<file path="src/rtl/s_core_boot_ctrl_if.sv">
// Command stream link between the host/debug side and the s_core boot sequencer.
interface s_core_boot_ctrl_if;
  logic        s_valid;
  logic        s_ready;
  logic [31:0] s_data;

  modport master (output s_valid, output s_data, input s_ready);
  modport slave  (input s_valid, input s_data, output s_ready);
endinterface

</file>
<file path="src/rtl/s_core_boot_ctrl.sv">
// s_core setup/run sequencer: decodes a 32-bit command stream into imem and
// register-file writes, loads the start PC, releases the core and supervises the run.
// Optional feature macro: BOOT_CKSUM_EN (START carries an XOR checksum of loaded imem words).
module s_core_boot_ctrl #(
  parameter int unsigned MAX_RUN_CYCLES = 0,
  parameter int unsigned RUN_CNT_W      = 32
) (
  input  logic                clk,
  input  logic                rst_n,
  s_core_boot_ctrl_if.slave   cmd,
  output logic                o_setup,
  output logic                o_imem_we,
  output logic [31:0]         o_inst_mem_addr,
  output logic [31:0]         o_inst_mem_data,
  output logic                o_reg_we,
  output logic [4:0]          o_load_reg_addr,
  output logic [31:0]         o_load_reg_data,
  output logic [31:0]         o_pc_instr_start_addr,
  output logic                o_running,
  output logic                o_done,
  output logic                o_err
);

  localparam int unsigned DATA_W = 32;
  localparam int unsigned CNT_W  = 16;
  localparam int unsigned REG_W  = 5;

  localparam logic [3:0] OP_IMEM  = 4'h1;
  localparam logic [3:0] OP_REG   = 4'h2;
  localparam logic [3:0] OP_START = 4'h3;
  localparam logic [3:0] OP_STOP  = 4'h4;

  localparam logic [RUN_CNT_W-1:0] RUN_LIMIT = RUN_CNT_W'(MAX_RUN_CYCLES - 1);
  localparam logic                 LIMIT_EN  = (MAX_RUN_CYCLES != 0);

  typedef enum logic [2:0] {
    IDLE, IM_ADDR, IM_DATA, RG_DATA, PC_WORD,
`ifdef BOOT_CKSUM_EN
    CK_WORD,
`endif
    RELEASE, RUN
  } state_t;

  state_t               state_q, state_d;
  logic                 ready_q, ready_d;
  logic [CNT_W-1:0]     cnt_q, cnt_d;
  logic [DATA_W-1:0]    addr_q, addr_d;
  logic [REG_W-1:0]     rd_q, rd_d;
  logic [RUN_CNT_W-1:0] run_cnt_q, run_cnt_d;
  logic                 setup_d, imem_we_d, reg_we_d, running_d, done_d, err_d;
  logic [DATA_W-1:0]    imem_addr_d, imem_data_d, reg_data_d, pc_d;
  logic [REG_W-1:0]     reg_addr_d;
`ifdef BOOT_CKSUM_EN
  logic [DATA_W-1:0]    cksum_q, cksum_d;
`endif

  logic       accept;
  logic [3:0] op;
  logic       limit_hit;

  assign accept      = cmd.s_valid & ready_q;
  assign op          = cmd.s_data[31:28];
  assign limit_hit   = LIMIT_EN && (run_cnt_q == RUN_LIMIT);
  assign cmd.s_ready = ready_q;

  // Next-state and next-output decode; strobes default low, payload registers hold.
  always_comb begin
    state_d     = state_q;
    cnt_d       = cnt_q;
    addr_d      = addr_q;
    rd_d        = rd_q;
    run_cnt_d   = run_cnt_q;
    setup_d     = o_setup;
    running_d   = o_running;
    imem_we_d   = 1'b0;
    reg_we_d    = 1'b0;
    done_d      = 1'b0;
    err_d       = o_err;
    imem_addr_d = o_inst_mem_addr;
    imem_data_d = o_inst_mem_data;
    reg_addr_d  = o_load_reg_addr;
    reg_data_d  = o_load_reg_data;
    pc_d        = o_pc_instr_start_addr;
`ifdef BOOT_CKSUM_EN
    cksum_d     = cksum_q;
`endif
    unique case (state_q)
      IDLE: if (accept) begin
        unique case (op)
          OP_IMEM: begin
            cnt_d   = cmd.s_data[CNT_W-1:0];
            state_d = IM_ADDR;
          end
          OP_REG: begin
            rd_d    = cmd.s_data[REG_W-1:0];
            state_d = RG_DATA;
          end
          OP_START: state_d = PC_WORD;
          default:  err_d   = 1'b1;
        endcase
      end
      IM_ADDR: if (accept) begin
        addr_d  = cmd.s_data;
        state_d = (cnt_q == CNT_W'(0)) ? IDLE : IM_DATA;
      end
      IM_DATA: if (accept) begin
        imem_we_d   = 1'b1;
        imem_addr_d = addr_q;
        imem_data_d = cmd.s_data;
        addr_d      = addr_q + DATA_W'(4);
        cnt_d       = cnt_q - CNT_W'(1);
`ifdef BOOT_CKSUM_EN
        cksum_d     = cksum_q ^ cmd.s_data;
`endif
        if (cnt_q == CNT_W'(1)) state_d = IDLE;
      end
      RG_DATA: if (accept) begin
        reg_we_d   = 1'b1;
        reg_addr_d = rd_q;
        reg_data_d = cmd.s_data;
        state_d    = IDLE;
      end
      PC_WORD: if (accept) begin
        pc_d = cmd.s_data;
`ifdef BOOT_CKSUM_EN
        state_d = CK_WORD;
`else
        state_d = RELEASE;
`endif
      end
`ifdef BOOT_CKSUM_EN
      CK_WORD: if (accept) begin
        cksum_d = '0;
        if (cmd.s_data == cksum_q) begin
          state_d = RELEASE;
        end else begin
          err_d   = 1'b1;
          state_d = IDLE;
        end
      end
`endif
      RELEASE: begin
        setup_d   = 1'b0;
        running_d = 1'b1;
        run_cnt_d = '0;
        state_d   = RUN;
      end
      RUN: begin
        run_cnt_d = run_cnt_q + RUN_CNT_W'(1);
        if (accept && op != OP_STOP) err_d = 1'b1;
        if ((accept && op == OP_STOP) || limit_hit) begin
          setup_d   = 1'b1;
          running_d = 1'b0;
          done_d    = 1'b1;
          state_d   = IDLE;
        end
      end
      default: state_d = IDLE;
    endcase
    ready_d = (state_d != RELEASE);
  end

  // State and registered outputs.
  always_ff @(posedge clk or negedge rst_n) begin
    if (!rst_n) begin
      state_q               <= IDLE;
      ready_q               <= 1'b0;
      cnt_q                 <= '0;
      addr_q                <= '0;
      rd_q                  <= '0;
      run_cnt_q             <= '0;
      o_setup               <= 1'b1;
      o_running             <= 1'b0;
      o_imem_we             <= 1'b0;
      o_reg_we              <= 1'b0;
      o_done                <= 1'b0;
      o_err                 <= 1'b0;
      o_inst_mem_addr       <= '0;
      o_inst_mem_data       <= '0;
      o_load_reg_addr       <= '0;
      o_load_reg_data       <= '0;
      o_pc_instr_start_addr <= '0;
`ifdef BOOT_CKSUM_EN
      cksum_q               <= '0;
`endif
    end else begin
      state_q               <= state_d;
      ready_q               <= ready_d;
      cnt_q                 <= cnt_d;
      addr_q                <= addr_d;
      rd_q                  <= rd_d;
      run_cnt_q             <= run_cnt_d;
      o_setup               <= setup_d;
      o_running             <= running_d;
      o_imem_we             <= imem_we_d;
      o_reg_we              <= reg_we_d;
      o_done                <= done_d;
      o_err                 <= err_d;
      o_inst_mem_addr       <= imem_addr_d;
      o_inst_mem_data       <= imem_data_d;
      o_load_reg_addr       <= reg_addr_d;
      o_load_reg_data       <= reg_data_d;
      o_pc_instr_start_addr <= pc_d;
`ifdef BOOT_CKSUM_EN
      cksum_q               <= cksum_d;
`endif
    end
  end

endmodule

</file>
<file path="src/flat_wrapper.sv">
// flat-port wrapper written by rule: the top's interface ports become plain ports
module s_core_boot_ctrl_flat 
#(
  parameter int unsigned MAX_RUN_CYCLES = 0,
  parameter int unsigned RUN_CNT_W      = 32
)
  (clk, rst_n, o_setup, o_imem_we, o_inst_mem_addr, o_inst_mem_data, o_reg_we, o_load_reg_addr, o_load_reg_data, o_pc_instr_start_addr, o_running, o_done, o_err, cmd_s_valid, cmd_s_data, cmd_s_ready);
  s_core_boot_ctrl_if cmd_i ();
  input  logic clk;
  input  logic rst_n;
  output logic o_setup;
  output logic o_imem_we;
  output logic [31:0] o_inst_mem_addr;
  output logic [31:0] o_inst_mem_data;
  output logic o_reg_we;
  output logic [4:0] o_load_reg_addr;
  output logic [31:0] o_load_reg_data;
  output logic [31:0] o_pc_instr_start_addr;
  output logic o_running;
  output logic o_done;
  output logic o_err;
  input wire logic [$bits(cmd_i.s_valid)-1:0] cmd_s_valid;
  input wire logic [$bits(cmd_i.s_data)-1:0] cmd_s_data;
  output wire logic [$bits(cmd_i.s_ready)-1:0] cmd_s_ready;
  assign cmd_i.s_valid = cmd_s_valid;
  assign cmd_i.s_data = cmd_s_data;
  assign cmd_s_ready = cmd_i.s_ready;
  s_core_boot_ctrl #(.MAX_RUN_CYCLES(MAX_RUN_CYCLES), .RUN_CNT_W(RUN_CNT_W)) u_core (.clk(clk), .rst_n(rst_n), .cmd(cmd_i), .o_setup(o_setup), .o_imem_we(o_imem_we), .o_inst_mem_addr(o_inst_mem_addr), .o_inst_mem_data(o_inst_mem_data), .o_reg_we(o_reg_we), .o_load_reg_addr(o_load_reg_addr), .o_load_reg_data(o_load_reg_data), .o_pc_instr_start_addr(o_pc_instr_start_addr), .o_running(o_running), .o_done(o_done), .o_err(o_err));
endmodule
</file>
<file path="config.mk">
export PLATFORM = sky130hd
export DESIGN_NAME = s_core_boot_ctrl_flat
export DESIGN_NICKNAME = d
export VERILOG_FILES = /design/src/rtl/s_core_boot_ctrl_if.sv /design/src/rtl/s_core_boot_ctrl.sv /design/src/flat_wrapper.sv
export SDC_FILE = /design/constraint.sdc
export NUM_CORES = 1
export LEC_CHECK = 0
export BUFFER_PORTS_ARGS = -buffer_cell sky130_fd_sc_hd__clkbuf_2
export CORE_MARGIN = 2
export CORE_UTILIZATION = 50
export DETAILED_ROUTE_END_ITERATION = 6
export GPL_TIMING_DRIVEN = 0
export PLACE_DENSITY_LB_ADDON = 0.12
export SYNTH_ARGS = -nofsm -noshare
export SYNTH_HDL_FRONTEND = slang
export SYNTH_SLANG_ARGS = --single-unit
</file>
<file path="constraint.sdc">
create_clock -name clk -period 2.7 [get_ports clk]
set_input_delay 0.135 -clock clk [delete_from_list [all_inputs] [get_ports clk]]
set_output_delay 0.135 -clock clk [all_outputs]
set_load 0.01 [all_outputs]
</file>
Word-level counts from Yosys, hierarchy flattened --
Cells that the tools add are included.
Operators by class: eq/ne operators 20, $lt $le $gt $ge 0, multipliers 0, bitwise logic cells 1, multiplexer cells 30, divide/modulo/power cells 0, shifts and indexed selects 0, reductions and logical operators 17, add/sub/neg operators 2
Operators by type and width (count):
- 2-to-1 mux 32 bit | 2
- case mux 32 bit (2 select lines) | 1
- 2-to-1 mux 16 bit | 3
- adder 32 x 3 -> 32 bit, second input constant | 1
- case mux 16 bit (2 select lines) | 1
- 2-to-1 mux 3 bit | 7
- case mux 3 bit (7 select lines) | 1
- equality test 16 x 1 -> 1 bit, second input constant | 1
- zero test 16 bit | 1
- subtractor 16 x 1 -> 16 bit, second input constant | 1
- 2-to-1 mux 1 bit | 10
- inequality test 2 x 1 -> 1 bit, second input constant | 5
- equality test 3 bit, second input constant | 3
- case mux 3 bit (3 select lines) | 1
- equality test 4 x 2 -> 1 bit, second input constant | 2
- AND reduction 2 bit | 4
- AND reduction 4 bit | 2
- nonzero test 2 bit | 4
- equality test 3 x 2 -> 1 bit, second input constant | 2
- case mux 1 bit (2 select lines) | 3
- AND reduction 3 bit | 2
- equality test 4 x 1 -> 1 bit, second input constant | 1
- equality test 4 x 3 -> 1 bit, second input constant | 1
- inequality test 2 bit, second input constant | 2
- 8 further kinds | 9
Word-level totals: RAM bits 0, memories 0, latch bits 0, flip-flop bits (word level) 196, bits in read-only memories 0, output and inout bits 140

Longest topological paths before layout --
word-level depth 5, mapped depth 8

Least setup slack after synthesis --
Ideal clock, no wire load.
path kind register to register, start point register u_core.addr_q[11], end point register u_core.addr_q[29], buffers on the path 1, library setup time 0.069 ns, slack 0.659 ns, stages on the path, launching flop included 7, data required time 2.631 ns, arrival time 1.972 ns, path through dfrtp_1 > nand2_2 > or3_4 > or4_1 > buf_2 > or4_1 > nand3_1
On the way: cells in the longest elaborated chain, start to end 3
RTL lines:
- start, declared | line s_core_boot_ctrl.sv:47 | logic [DATA_W-1:0] addr_q, addr_d;
- start signal, assigned | line s_core_boot_ctrl.sv:190 | addr_q <= addr_d;
- adder 32 x 3 -> 32 bit | line s_core_boot_ctrl.sv:110 | addr_d = addr_q + DATA_W'(4);
- 2-to-1 mux 32 bit | line s_core_boot_ctrl.sv:106 | IM_DATA: if (accept) begin
- case mux 32 bit (2 select lines) | line s_core_boot_ctrl.sv:87 | unique case (state_q)
No other way between the ends. The select of a mux whose other input is x is not followed. A chain may end at the register's enable or synchronous reset.

Worst setup path after layout --
start point register u_core.state_q[2], end point register u_core.addr_q[9]
On the way: cells in the longest elaborated chain, start to end 3
RTL lines:
- start, declared | line s_core_boot_ctrl.sv:44 | state_t state_q, state_d;
- start signal, assigned | line s_core_boot_ctrl.sv:187 | state_q <= state_d;
- equality test 3 x 2 -> 1 bit or equality test 3 x 1 -> 1 bit (tied branches) | line s_core_boot_ctrl.sv:87
- inequality test 2 x 1 -> 1 bit (no line) or nonzero test 2 bit (tied branches)
- AND reduction 3 bit (no line)
Parallel ways exist; a longest one is shown, timed or not.

==> flow_summary.yaml <==
status:
  status: "finished, final reports clean"
finish:
  diodes: 0
  fin_nets: 1123
  fill_cells: 1443
  fin_util_pct: 62.3
  final-instance-count-excl-fill: 1322
  syn2layout_area_growth_pct: 23.1
  drive_above_1_share_pct: 26.7
  design_area_um2: 10600
logic_synthesis:
  syn_area_per_cell_um2: 9.94
  syn_nets: 907
  synth_edf_count: 0
  synth_most_common_cell: "nand2_1"
  ys_types: 56
  synth_top_area_share_pct: 56.6
  ys_seq_area_share_pct: 56.9
  yosysTopAreaCell: "dfrtp_1"
  synthArstFlopShare_pct: 100
  yosys-top-cells-area: "dfrtp_1, nand2_1, mux2_2"
  syn_area_um2: 8630
  syn_inst: 868
  ys.flop_type: "dfrtp_1"
  synth-seq-cells: 196
  yosysWarningCount: 0
  synth_common_cells: "nand2_1, dfrtp_1, mux2_2"
clock_tree:
  cts-root-buf: "clkbuf_16"
  cts.clk_slew.worst_paths_ns: 0.07
  cts.sinks: 196
  htreeDepth: 4
  insertion_delay_ns: 0.44
  clockBufferDepth: 2
  numCtsBuffers: 17
  cts_tree: "yes"
setup_path:
  worstPathCellList: "clkbuf_1 -> nor3b_2 -> clkbuf_1 -> clkbuf_1 -> a21oi_1 -> nor2_1 -> a21oi_1"
  cp_top_family: "buffers and inverters"
  path_common_cell: "clkbuf_1"
  slowest_stage: "nor3b_2"
  r2r_slack_ns: 0.18
  crit_path_max_incr_delay_ns: 0.54
  crit_fanout: 10
  crit_buf_inv: 3
  worstSetupPathType: "reg -> reg"
  critPathArrivalTime_ns: 2.83
  cp-end-kind: "register"
  worstPathRequired_ns: 3.00
  cp-start-kind: "register"
sta:
  slew_viol_final: 0
  fin_worst_skew_ns: 0.0125
  setup_viol: 0
  holdWs_ns: 0.00700
  fin_tns_setup_ns: 0
  fin_ws_ns: 0.177
  max_freq_mhz: 396
  worstMarginPinSlew_ns: 1.08
  rsz0062_at_grt: "true"
  timing_hold_violations_final: 0
  fin_crit_ns: 2.52
  slew_headroom_pct: 27.4
  fin_crit_sh_pct: 93.4
placed_design:
  place_area_um2: 9810
  pre_cts_slack_ns: -0.203
  hpwl_um: 16300
  io_buffer_count: 174
  place.gp.congestion: 0.897
  dp.cells: 1268
die:
  die_h_um: 135
  start_util_pct: 50.6
  die_w_um: 135
  ios: 175
  design.die.area_um2: 18300
  core_um2: 17100
  rows: 48
min_path:
  hold_class: "in -> reg"
route:
  dr.pass1.iters: 5
  wirelength_um: 23500
  drc: 0
  via_per_inst: 5.57
  drt_iter0_markers: 663
  wl_per_cell_um: 17.8
  vias: 7358
  postRouteAntennaNets: 0
global_route:
  track_usage_pct: 26.4
  grt_max_degree: 105
  grt_pass1_wl_um: 37400
  antenna_found_initial: 0
  grt_overflow_total: 0
  grt_pass1_vias: 7032
run:
  cap_violations: 0
power:
  p_leak_nw: 5.45
  vdd.ir_drop.worst_mv: 0.525
  total_power_mw: 7.82
  power.density_nw_per_um2: 736
-- layout make-up --
class,instances,area [µm²],share of cell area [%]
timing repair buffer,197,1130,10.6
inverter,9,33.8,0.318
sequential,196,4910,46.2
tap,225,282,2.65
clock buffer,21,450,4.24
clock inverter,11,124,1.17
buffer,53,210,1.98
multi-input combinational,610,3490,32.8
-- registers in the layout, summed over array words and instances, names as in the netlist, 3 cells and up --
name,count
u_core.addr_q,32
u_core.cnt_q,16
u_core.o_inst_mem_addr,32
u_core.o_inst_mem_data,32
u_core.o_load_reg_addr,5
u_core.o_load_reg_data,32
u_core.o_pc_instr_start_addr,32
u_core.rd_q,5
u_core.state_q,3
-- report_power, final --
group	internal [mW]	switching [mW]	total, mW	leakage, nW
sequential	3.40	0.460	3.86	2.57
clock	1.40	1.13	2.53	0.287
combinational	0.576	0.851	1.43	2.59
-- tightest hold or removal path, delay by kind of cell --
family | cells | cell delay [ns]
buffers and inverters | 1 | 0.14
AND/OR/NAND/NOR | 2 | 0.14
-- final timing paths --
path,startpoint,to,depth (start not counted)
worst min register to register,u_core.o_err$_DFFE_PN0P_,u_core.o_err$_DFFE_PN0P_,1
max in group asynchronous,rst_n,u_core.o_setup$_DFFE_PN1P_,3
worst max-delay path,u_core.state_q[2]$_DFF_PN0_,u_core.addr_q[9]$_DFFE_PN0P_,7
min in group asynchronous,rst_n,u_core.o_inst_mem_data[27]$_DFFE_PN0P_,2
worst max register to register,u_core.state_q[2]$_DFF_PN0_,u_core.addr_q[9]$_DFFE_PN0P_,7
worst min-delay path,cmd_s_data[4],u_core.o_inst_mem_data[4]$_DFFE_PN0P_,3
-- cells by family (layout without fill, tap and decap cells) --
family	Yosys count	in the layout	share of synthesized area [%]
compound gates	154	154	10.9
xor+xnor	2	2	0.203
fa+ha+maj	4	4	0.580
buf+inv	62	291	2.74
flops	196	196	56.9
mux	73	73	9.52
simple gates	377	377	19.2
-- timing repair --
item / 4_1_cts / 5_1_grt
endpoints found under the setup margin: 69 / 34
hold endpoints to repair: 132 / 0
gates cloned: 0 / 0
gates resized for setup: 2 / 8
buffers inserted: 0 / 0
hold buffers: 22 / 0
-- per-layer routing --
layer | wire (µm) | GRT usage (%)
met1 | 10400 | 37.2
met2 | 11100 | 40.9
met3 | 1550 | 5.91
met4 | 401 | 8.68
met5 | 0 | 0
-- cells in the final DEF (no fill, tap or decap), drive strengths merged, types with 2 or more instances in the layout --
cell type	instances
or3b	2
buf	8
dfrtp	195
o22a	3
nand2	234
dlygate4sd3	22
nor3b	3
nor4	9
or4	7
inv	14
and4	3
a2bb2oi	4
o21ai	47
and3	12
clkbuf	241
a311oi	3
ha	4
a211oi	11
a31oi	5
a41o	2
clkinv	4
nor2	43
o41ai	2
nand3	22
a22oi	4
mux2	72
o22ai	9
a22o	2
nand3b	2
nor3	18
or3	5
bufinv	2
a21oi	47
o2bb2ai	4
o211ai	2
nor2b	4
nand4	6
nand2b	5
Power figures use the tool's default switching activity.
